<file path="src/rtl/ascii_uart_tx.sv">
// Serialises a latched 6-character ASCII decimal word over an 8N1 UART line, MS char first, optional CR/LF.
// Latency: txd falls 1 cycle after start is sampled; busy lasts N*10*CLKS_PER_BIT cycles (N = chars sent).
// Backpressure: start is accepted only while busy=0 (including the done cycle); otherwise it is ignored.
//
// Ports:
//   clk            system clock, rising edge
//   reset          synchronous, active-high; aborts any transfer without a done pulse
//   start          transfer request, sampled only while busy=0
//   ascii_in       six ASCII chars, char0=[47:40] (MS digit) .. char5=[7:0] (LS digit)
//   suppress_zeros sampled with start; 1 = skip leading 0x30 chars (char5 always sent)
//   busy           high from the cycle after acceptance until the last stop bit ends
//   done           one-cycle pulse at completion
//   txd            registered UART serial output, idle high
module ascii_uart_tx #(
   parameter int CLKS_PER_BIT = 868,
   parameter bit SEND_CRLF    = 1'b1
) (
   input  logic        clk,
   input  logic        reset,
   input  logic        start,
   input  logic [47:0] ascii_in,
   input  logic        suppress_zeros,
   output logic        busy,
   output logic        done,
   output logic        txd
);

   localparam int BW = (CLKS_PER_BIT > 2) ? $clog2(CLKS_PER_BIT) : 1;
   localparam logic [BW-1:0] BAUD_LAST = BW'(CLKS_PER_BIT - 1);
   localparam logic [BW-1:0] BAUD_ONE  = BW'(1);

   typedef enum logic [1:0] {
      IDLE      = 2'd0,
      START_BIT = 2'd1,
      DATA_BITS = 2'd2,
      STOP_BIT  = 2'd3
   } state_t;

   state_t          state;
   logic [47:0]     word_q;
   logic [2:0]      char_idx;    // digit index 0..5, never wraps
   logic [1:0]      tail_cnt;    // 0 = digits, 1 = CR, 2 = LF
   logic [BW-1:0]   baud_cnt;
   logic [2:0]      bit_cnt;

   logic [2:0]      first_idx;
   logic [7:0]      cur_char;
   logic            baud_end;
   logic            last_char;

   // suppress_zeros only matters for the starting index, so it is folded into
   // char_idx at acceptance rather than stored separately.
   always_comb begin
      first_idx = 3'd5;
      if (!suppress_zeros)                 first_idx = 3'd0;
      else if (ascii_in[47:40] != 8'h30)   first_idx = 3'd0;
      else if (ascii_in[39:32] != 8'h30)   first_idx = 3'd1;
      else if (ascii_in[31:24] != 8'h30)   first_idx = 3'd2;
      else if (ascii_in[23:16] != 8'h30)   first_idx = 3'd3;
      else if (ascii_in[15:8]  != 8'h30)   first_idx = 3'd4;
   end

   always_comb begin
      cur_char = 8'h0A;
      if (tail_cnt == 2'd0) begin
         case (char_idx)
            3'd0:    cur_char = word_q[47:40];
            3'd1:    cur_char = word_q[39:32];
            3'd2:    cur_char = word_q[31:24];
            3'd3:    cur_char = word_q[23:16];
            3'd4:    cur_char = word_q[15:8];
            default: cur_char = word_q[7:0];
         endcase
      end else if (tail_cnt == 2'd1) begin
         cur_char = 8'h0D;
      end
   end

   assign baud_end  = (baud_cnt == BAUD_LAST);
   // Without CR/LF the tail counter never leaves 0, so the last char is digit 5.
   assign last_char = SEND_CRLF ? (tail_cnt == 2'd2) : (char_idx == 3'd5);

   always_ff @(posedge clk) begin
      if (reset) begin
         state    <= IDLE;
         word_q   <= '0;
         char_idx <= '0;
         tail_cnt <= '0;
         baud_cnt <= '0;
         bit_cnt  <= '0;
         busy     <= 1'b0;
         done     <= 1'b0;
         txd      <= 1'b1;
      end else begin
         done <= 1'b0;
         case (state)
            IDLE: begin
               if (start) begin
                  word_q   <= ascii_in;
                  char_idx <= first_idx;
                  tail_cnt <= 2'd0;
                  baud_cnt <= '0;
                  busy     <= 1'b1;
                  txd      <= 1'b0;
                  state    <= START_BIT;
               end
            end

            START_BIT: begin
               if (baud_end) begin
                  baud_cnt <= '0;
                  bit_cnt  <= 3'd0;
                  txd      <= cur_char[0];
                  state    <= DATA_BITS;
               end else begin
                  baud_cnt <= baud_cnt + BAUD_ONE;
               end
            end

            DATA_BITS: begin
               if (baud_end) begin
                  baud_cnt <= '0;
                  if (bit_cnt == 3'd7) begin
                     txd   <= 1'b1;
                     state <= STOP_BIT;
                  end else begin
                     bit_cnt <= bit_cnt + 3'd1;
                     txd     <= cur_char[bit_cnt + 3'd1];
                  end
               end else begin
                  baud_cnt <= baud_cnt + BAUD_ONE;
               end
            end

            STOP_BIT: begin
               if (baud_end) begin
                  baud_cnt <= '0;
                  if (last_char) begin
                     busy  <= 1'b0;
                     done  <= 1'b1;
                     state <= IDLE;
                  end else begin
                     // Next char starts immediately: no idle gap between frames.
                     if (tail_cnt == 2'd0 && char_idx != 3'd5) char_idx <= char_idx + 3'd1;
                     else                                       tail_cnt <= tail_cnt + 2'd1;
                     txd   <= 1'b0;
                     state <= START_BIT;
                  end
               end else begin
                  baud_cnt <= baud_cnt + BAUD_ONE;
               end
            end

            default: begin
               state <= IDLE;
               busy  <= 1'b0;
               txd   <= 1'b1;
            end
         endcase
      end
   end

endmodule
</file>
<file path="config.mk">
export PLATFORM = sky130hd
export DESIGN_NAME = ascii_uart_tx
export DESIGN_NICKNAME = d
export VERILOG_FILES = /design/src/rtl/ascii_uart_tx.sv
export SDC_FILE = /design/constraint.sdc
export NUM_CORES = 1
export LEC_CHECK = 0
export ABC_CLOCK_PERIOD_IN_PS = 5110
export CORE_MARGIN = 4
export CORE_UTILIZATION = 58
export DETAILED_ROUTE_END_ITERATION = 12
export GPL_TIMING_DRIVEN = 1
export PLACE_DENSITY = 0.89
export SKIP_LAST_GASP = 1
export SYNTH_ARGS = -nofsm -noshare
export SYNTH_HDL_FRONTEND = slang
export SYNTH_SLANG_ARGS = --single-unit
export TNS_END_PERCENT = 50
</file>
<file path="constraint.sdc">
create_clock -name clk -period 5.11 [get_ports clk]
set_clock_uncertainty 0.1 [all_clocks]
set_input_delay 0.7665 -clock clk [delete_from_list [all_inputs] [get_ports clk]]
set_output_delay 0.7665 -clock clk [all_outputs]
set_load 0.05 [all_outputs]
</file>
==> results of run 1 <==
==> logic make-up (layout without fill, tap and decap cells) <==
kind of cell / Yosys count / after routing
buffers and inverters: 44 / 87
adders and majority gates: 16 / 16
and+or+nand+nor: 192 / 192
xor gates and xnor gates: 8 / 8
muxes: 6 / 6
DFF: 71 / 71
AOI/OAI and AO/OA: 114 / 114
==> cell type report <==
type | instances | share of cell area (%)
inverters | 15 | 1.60
multi-input cells | 336 | 45.6
well taps | 75 | 2.15
flip-flops and latches | 71 | 32.5
clock inverters | 7 | 2.77
repair buffers | 56 | 12.6
clock buffers | 9 | 2.83
==> critical path, stage by stage, from the launching register on <==
cell     delay (ps)
dfxtp_1         740
inv_2           140
ha_1            350
nor2_2          210
nand2_1         160
mux2_1          340
a211o_1         300
a32oi_1         210
o21ai_1         100
==> sequential cells by signal, summed over array words and instances (netlist names) <==
register	cells
baud_cnt	10
bit_cnt	3
busy	1
char_idx	3
done	1
state	2
tail_cnt	2
txd	1
word_q	48
==> per-layer routing <==
layer / up-vias / global-route usage [%] / routed length [µm]
li1: 1665 / - / -
met1: 1607 / 31.2 / 3830
met2: 163 / 40.3 / 4310
met3: 25 / 7.10 / 826
met4: 0 / 8.36 / 195
met5: - / 0 / 0
==> placed cells by master (no fill, tap or decap), types with 2 or more instances in the layout <==
cell | netlist | layout
a221oi_1 | 2 | 2
a32o_1 | 3 | 3
nor4_4 | 2 | 2
nand2b_1 | 2 | 2
ha_1 | 16 | 16
clkbuf_8 | 1 | 9
and4bb_1 | 2 | 2
o21ai_0 | 6 | 6
nand3b_1 | 2 | 2
clkdlybuf4s50_1 | 0 | 53
a222oi_1 | 2 | 2
nand2_1 | 117 | 117
o21ai_1 | 6 | 6
a211oi_1 | 6 | 6
and2_1 | 2 | 2
a32oi_1 | 2 | 2
o22ai_1 | 2 | 2
nand4_1 | 7 | 7
nor3_1 | 4 | 4
a22oi_1 | 8 | 8
nand3_1 | 8 | 8
xor2_1 | 6 | 6
and4_1 | 3 | 3
dfxtp_1 | 71 | 71
bufinv_16 | 0 | 3
a21oi_1 | 55 | 55
o221ai_1 | 2 | 2
o211ai_1 | 4 | 4
nor4_1 | 2 | 2
xnor2_1 | 2 | 2
buf_4 | 1 | 2
clkinv_4 | 0 | 3
nor2_1 | 27 | 27
o2111ai_1 | 2 | 2
inv_1 | 13 | 13
a31oi_1 | 3 | 3
mux2i_1 | 4 | 4
or3_1 | 2 | 2
==> metrics by stage <==
stage | utilization (%) | instance area [µm²] | setup WS, ps
after CTS | 73.0 | 4370 | 2410
final | 73.0 | 4370 | 2350
after global routing | 73.0 | 4370 | 2180
after floorplan | - | 3620 | 2940
after detailed placement | 68.9 | 4130 | 2360
after global placement | 68.9 | 4130 | 2430
==> worst max path at each step <==
stage,endpoint,slack (ps),cells past startpoint
3_5_place_dp,char_idx[2],2360,7
2_1_floorplan,char_idx[2],2940,6
3_3_place_gp,char_idx[2],2430,7
5_1_grt,txd,2180,8
4_1_cts,txd,2410,8
6_report,txd,2350,8
==> power groups by stage <==
stage	Clock [W]	Sequential, W	Combinational (W)
3_3_place_gp	0	0.000738	0.000639
3_5_place_dp	0	0.000741	0.000661
2_1_floorplan	0	0.000728	0.000498
5_1_grt	0.000579	0.000743	0.000750
6_report	0.000548	0.000735	0.000675
4_1_cts	0.000554	0.000731	0.000666
==> qor.csv, run 1 <==
metric,value,unit
outcome,"complete, no violations",
largest net degree at the start of global routing,63,
Clock Power Share,28.0,%
Die W,87.0,µm
Max Freq,0.362,GHz
clock-pin slew on the worst setup and hold paths,80,ps
Sw Pwr,0.000723,W
Area Growth Syn to Fin,20.7,%
number of DRC markers in iteration 0,443,
"Max FO, Critical Path",21,
drt pass-1 iters,5,
switch share,37.0,%
drt total wl,9170,µm
Worst Setup End Kind,flip-flop,
post-route ant nets,0,
CTS tree,yes,
post-synthesis simple-gate area fraction,25.5,%
# IOs,55,
Min-Delay Endpoint,word_q[5],
worst hold path startpoint,word_q[5],
Worst setup SP type,flip-flop,
Hold Slack,362,ps
die height,87.0,µm
Root Driver,clkbuf_8,
Die Area,7580,µm²
maximum vdd ir drop,0.000299,V
layout cell share with drive strength beyond 1,7.09,%
max_cap viols,0,
"Period Utilization, post-route",54.1,%
detailed placement HPWL,6520,µm
Antenna Diode Count,0,
# DRC,0,
largest cells by area after synthesis,"dfxtp_1 39%, nand2_1 12%, a21oi_1 7.6%",
GRT Total Usage,24.7,%
cts bufs inserted,9,
number of enable flip-flop cells after synthesis,0,
largest family of logic cells by synthesized area,simple AND/OR/NAND/NOR gates,
Hold Crit Class,flip-flop to flip-flop,
Fin. Hold Viols,0,
number of gates resized after CTS,0,
sequential area share after synthesis,39.2,%
initial antenna violation count,0,
Ys Warns,0,
worst rel slew slack,24.9,%
Hold Path Depth,2,
clock sink count,71,
Starting Density,60.5,%
Filler cells,461,
clock buffer depth,2,
final setup fails,0,
total gr overflow,0,
largest area contributor in the netlist,dfxtp_1,
Yosys reg bits,71,
synth unique cells,67,
Cell Pwr Density,447,nW/µm²
Routability Congestion,0.921,
R2R Setup Slk,2350,ps
H-tree depth,3,
Hold Buf Count CTS,0,
register area,1420,µm²
Internal,0.00123,W
fin cells,569,
Post-Synth XOR/XNOR Area,1.93,%
Cells after Synth,451,
mux contribution to synthesized area,1.73,%
Final min period,2760,ps
LEAKAGE,1.60,nW
Synth Area in Adders,5.52,%
via-per-instance ratio,6.08,
drt wl/cell,16.1,µm
Mapped Avg Cell Area,8.03,µm²
Reg-to-Reg Start,char_idx[2],
setup_tns,0,ps
R2R Path End,txd,
Synthesized Nets,519,
worst slew pin tran,1130,ps
Flop pwr share,37.5,%
vias in the first global route,3211,
postcts setup bufs,0,
"Slew Viols, Final",0,
Comb power frac,34.5,%
Synth Area in Compound Gates,20.3,%
overall power,0.00196,W
"Cell Area, Synth",3620,µm²
PortBufs,54,
Main synth FF type,dfxtp_1,
Critical Path AT,2900,ps
Rows,28,
worst skew pair latency,360,ps
most common cell in the netlist,nand2_1,
Multi-input gate area,1990,µm²
most instantiated cells after synthesis,"117 x nand2_1, 71 x dfxtp_1, 55 x a21oi_1, 27 x nor2_1, 17 x clkbuf_1",
RSZ-0062 raised after global routing,false,
Final #Nets,557,
Worst Setup Path Type,flip-flop to flip-flop,
"Req. time, crit path",5240,ps
core area,5990,µm²
Placed Instances,553,
"FFs w/ async S/R, synth",0,%
crit path from,char_idx[2],
detailed-route via count,3460,
Synth top area share,39.2,%
Worst Reg-to-Reg Cells,8,
first-pass GRT wire length,14600,µm
Power figures use the tool's default switching activity.
==> run 2, diff against run 1 <==
--- a/config.mk
+++ b/config.mk
@@ -5,12 +5,12 @@
 export SDC_FILE = /design/constraint.sdc
 export NUM_CORES = 1
 export LEC_CHECK = 0
-export ABC_CLOCK_PERIOD_IN_PS = 5110
+export ABC_CLOCK_PERIOD_IN_PS = 2380
 export CORE_MARGIN = 4
-export CORE_UTILIZATION = 58
+export CORE_UTILIZATION = 49
 export DETAILED_ROUTE_END_ITERATION = 12
 export GPL_TIMING_DRIVEN = 1
-export PLACE_DENSITY = 0.89
+export PLACE_DENSITY = 0.8
 export SKIP_LAST_GASP = 1
 export SYNTH_ARGS = -nofsm -noshare
 export SYNTH_HDL_FRONTEND = slang
==> constraint.sdc (replaced) <==
create_clock -name clk -period 2.38 [get_ports clk]
set_clock_uncertainty 0.1 [all_clocks]
set_input_delay 0.357 -clock clk [delete_from_list [all_inputs] [get_ports clk]]
set_output_delay 0.357 -clock clk [all_outputs]
set_load 0.05 [all_outputs]
==> run 2 against run 1 <==
Register-to-register slack worse by 2200 ps; maximum frequency rose by 22%; count of clock-buffer cells in the layout increased by 3; sequential share of layout area shrank 0.065 points; clock power rose by 58%; via count shrank 2.0%; global-route usage fell by 3.5 points; die area rose by 17%; worst hold slack got worse by 17 ps.
==> qor.csv, run 2 (same netlist as run 1, synthesis figures left out) <==
metric,value,unit
outcome,"complete, no violations",
switch share,38.5,%
Largest regs,"word_q (48), baud_cnt (10)",
crit path buf inv count,1,
Antenna Diode Count,0,
CTS tree,yes,
GRT Total Usage,21.2,%
Hold Crit Class,input pin to flip-flop,
# DRC,0,
drt wl/cell,15.4,µm
via-per-instance ratio,5.68,
clock-pin slew on the worst setup and hold paths,80,ps
Area Growth Syn to Fin,21.0,%
largest net degree at the start of global routing,49,
Filler cells,665,
detailed placement HPWL,6770,µm
layout cell share with drive strength beyond 1,8.23,%
first-pass GRT wire length,15000,µm
number of flip-flops in the largest register,48,
DP Area,4200,µm²
Sw Pwr,0.00152,W
initial antenna violation count,0,
Critical Path AT,2390,ps
worst slew pin tran,495,ps
Crit path max-delay family,compound AO/OA/AOI/OAI gates,
"commonest non-fill, non-tap cell in the layout",nand2_1,
Max Freq,0.442,GHz
slowest CP cell,dfxtp_1,
Die Area,8840,µm²
Worst Setup Path Type,flip-flop to flip-flop,
met2 usage,33.2,%
Worst setup SP type,flip-flop,
worst rel slew slack,66.9,%
"Design Area, Final",4380,µm²
Routability Congestion,0.930,
LEAKAGE,1.59,nW
Comb power frac,38.4,%
core area,7210,µm²
# IOs,55,
die height,94.0,µm
Die W,94.0,µm
PortBufs,54,
Cell Pwr Density,899,nW/µm²
Rows,31,
detailed-route via count,3390,
"Slew Viols, Final",0,
Hold Buf Count CTS,0,
most frequent cells in the layout,"117 x nand2_1, 71 x dfxtp_1, 55 x a21oi_1, 53 x clkdlybuf4s50_1, 27 x nor2_1",
Final min period,2260,ps
"Req. time, crit path",2510,ps
cts bufs inserted,9,
drt pass-1 iters,4,
Flop pwr share,39.7,%
Worst Setup End Kind,flip-flop,
setup_tns,0,ps
Root Driver,clkbuf_8,
H-tree depth,3,
worst skew pair latency,340,ps
post-route ant nets,0,
final setup fails,0,
register area,1420,µm²
Starting Density,50.2,%
max_cap viols,0,
maximum vdd ir drop,0.000390,V
Fin. Hold Viols,0,
"Max FO, Critical Path",11,
vias in the first global route,3158,
crit path cell chain,"inv_1, ha_2, a22oi_1, o2111ai_1, mux2_1, a211o_1, a32oi_1, o21ai_1",
largest register by flop count,word_q,
Final #Nets,562,
total gr overflow,0,
Clock Power Share,21.9,%
worst stage delay on the critical path,390,ps
clock buffer depth,2,
GRT met1 Usage,29.3,%
Internal,0.00242,W
global route hottest layer,met2,
number of DRC markers in iteration 0,216,
Multi-input gate area,2010,µm²
"Period Utilization, post-route",95.1,%
drt total wl,9170,µm
GR Layer Usage met3,3.61,%
clock sink count,71,
RSZ-0062 raised after global routing,false,
run 2: cell count changes in the layout (fill, tap and decap cells not counted), sizes merged:
| cell | delta |
|---|---|
| bufinv | -3 |
| buf | +5 |
| clkinv | -1 |
| clkbuf | +3 |
run 2: cell type report:
class | count | share of cell area, %
Multi-Input combinational cell | 336 | 45.8
Sequential cell | 71 | 32.4
Timing Repair Buffer | 61 | 13.4
Clock buffer | 12 | 3.54
Tap cell | 99 | 2.83
Inverter | 15 | 1.60
Clock inverter | 3 | 0.428
run 2: repair_timing:
action / in CTS / in global routing
setup buffers: 0 / 0
gates resized for setup: 0 / 4
setup endpoints to repair: 0 / 1
run 2: metrics by stage:
| stage | util (%) | setup WS, ps | power (W) | hold slack [ps] | cells |
|---|---|---|---|---|---|
| after global placement | 58.2 | 121 | 0.00300 | 344 | 582 |
| final | 60.8 | 116 | 0.00394 | 344 | 597 |
| after CTS | 60.6 | 57.8 | 0.00391 | 329 | 597 |
| after global routing | 60.8 | 1.20 | 0.00418 | 351 | 597 |
| after floorplan | - | 212 | 0.00263 | 332 | 451 |
| after detailed placement | 58.2 | 48.5 | 0.00305 | 349 | 582 |
run 2: per-layer routing:
metal  routed length (µm)  share of wire, %  vias up
met5                    0                 0        -
met4                  189               2.1        0
met3                  523               5.7       18
met2                 4260                46      100
met1                 4200                46     1599
li1                     -                 -     1673
run 2: path summary, 6_finish.rpt:
kind	cells past startpoint	slack, ps	from	to
worst max register to register	8	120	char_idx[0]	txd
worst min register to register	2	360	word_q[45]	word_q[45]
worst max-delay path	8	120	char_idx[0]	txd
worst min-delay path	2	340	reset	bit_cnt[0]
run 2: power by group through the flow:
stage / Sequential, W / Clock (W) / Combinational [W]
global placement: 0.00158 / 0 / 0.00142
floorplan: 0.00156 / 0 / 0.00107
finish: 0.00156 / 0.000864 / 0.00151
global route: 0.00158 / 0.000923 / 0.00168
detailed placement: 0.00158 / 0 / 0.00147
CTS: 0.00156 / 0.000873 / 0.00148
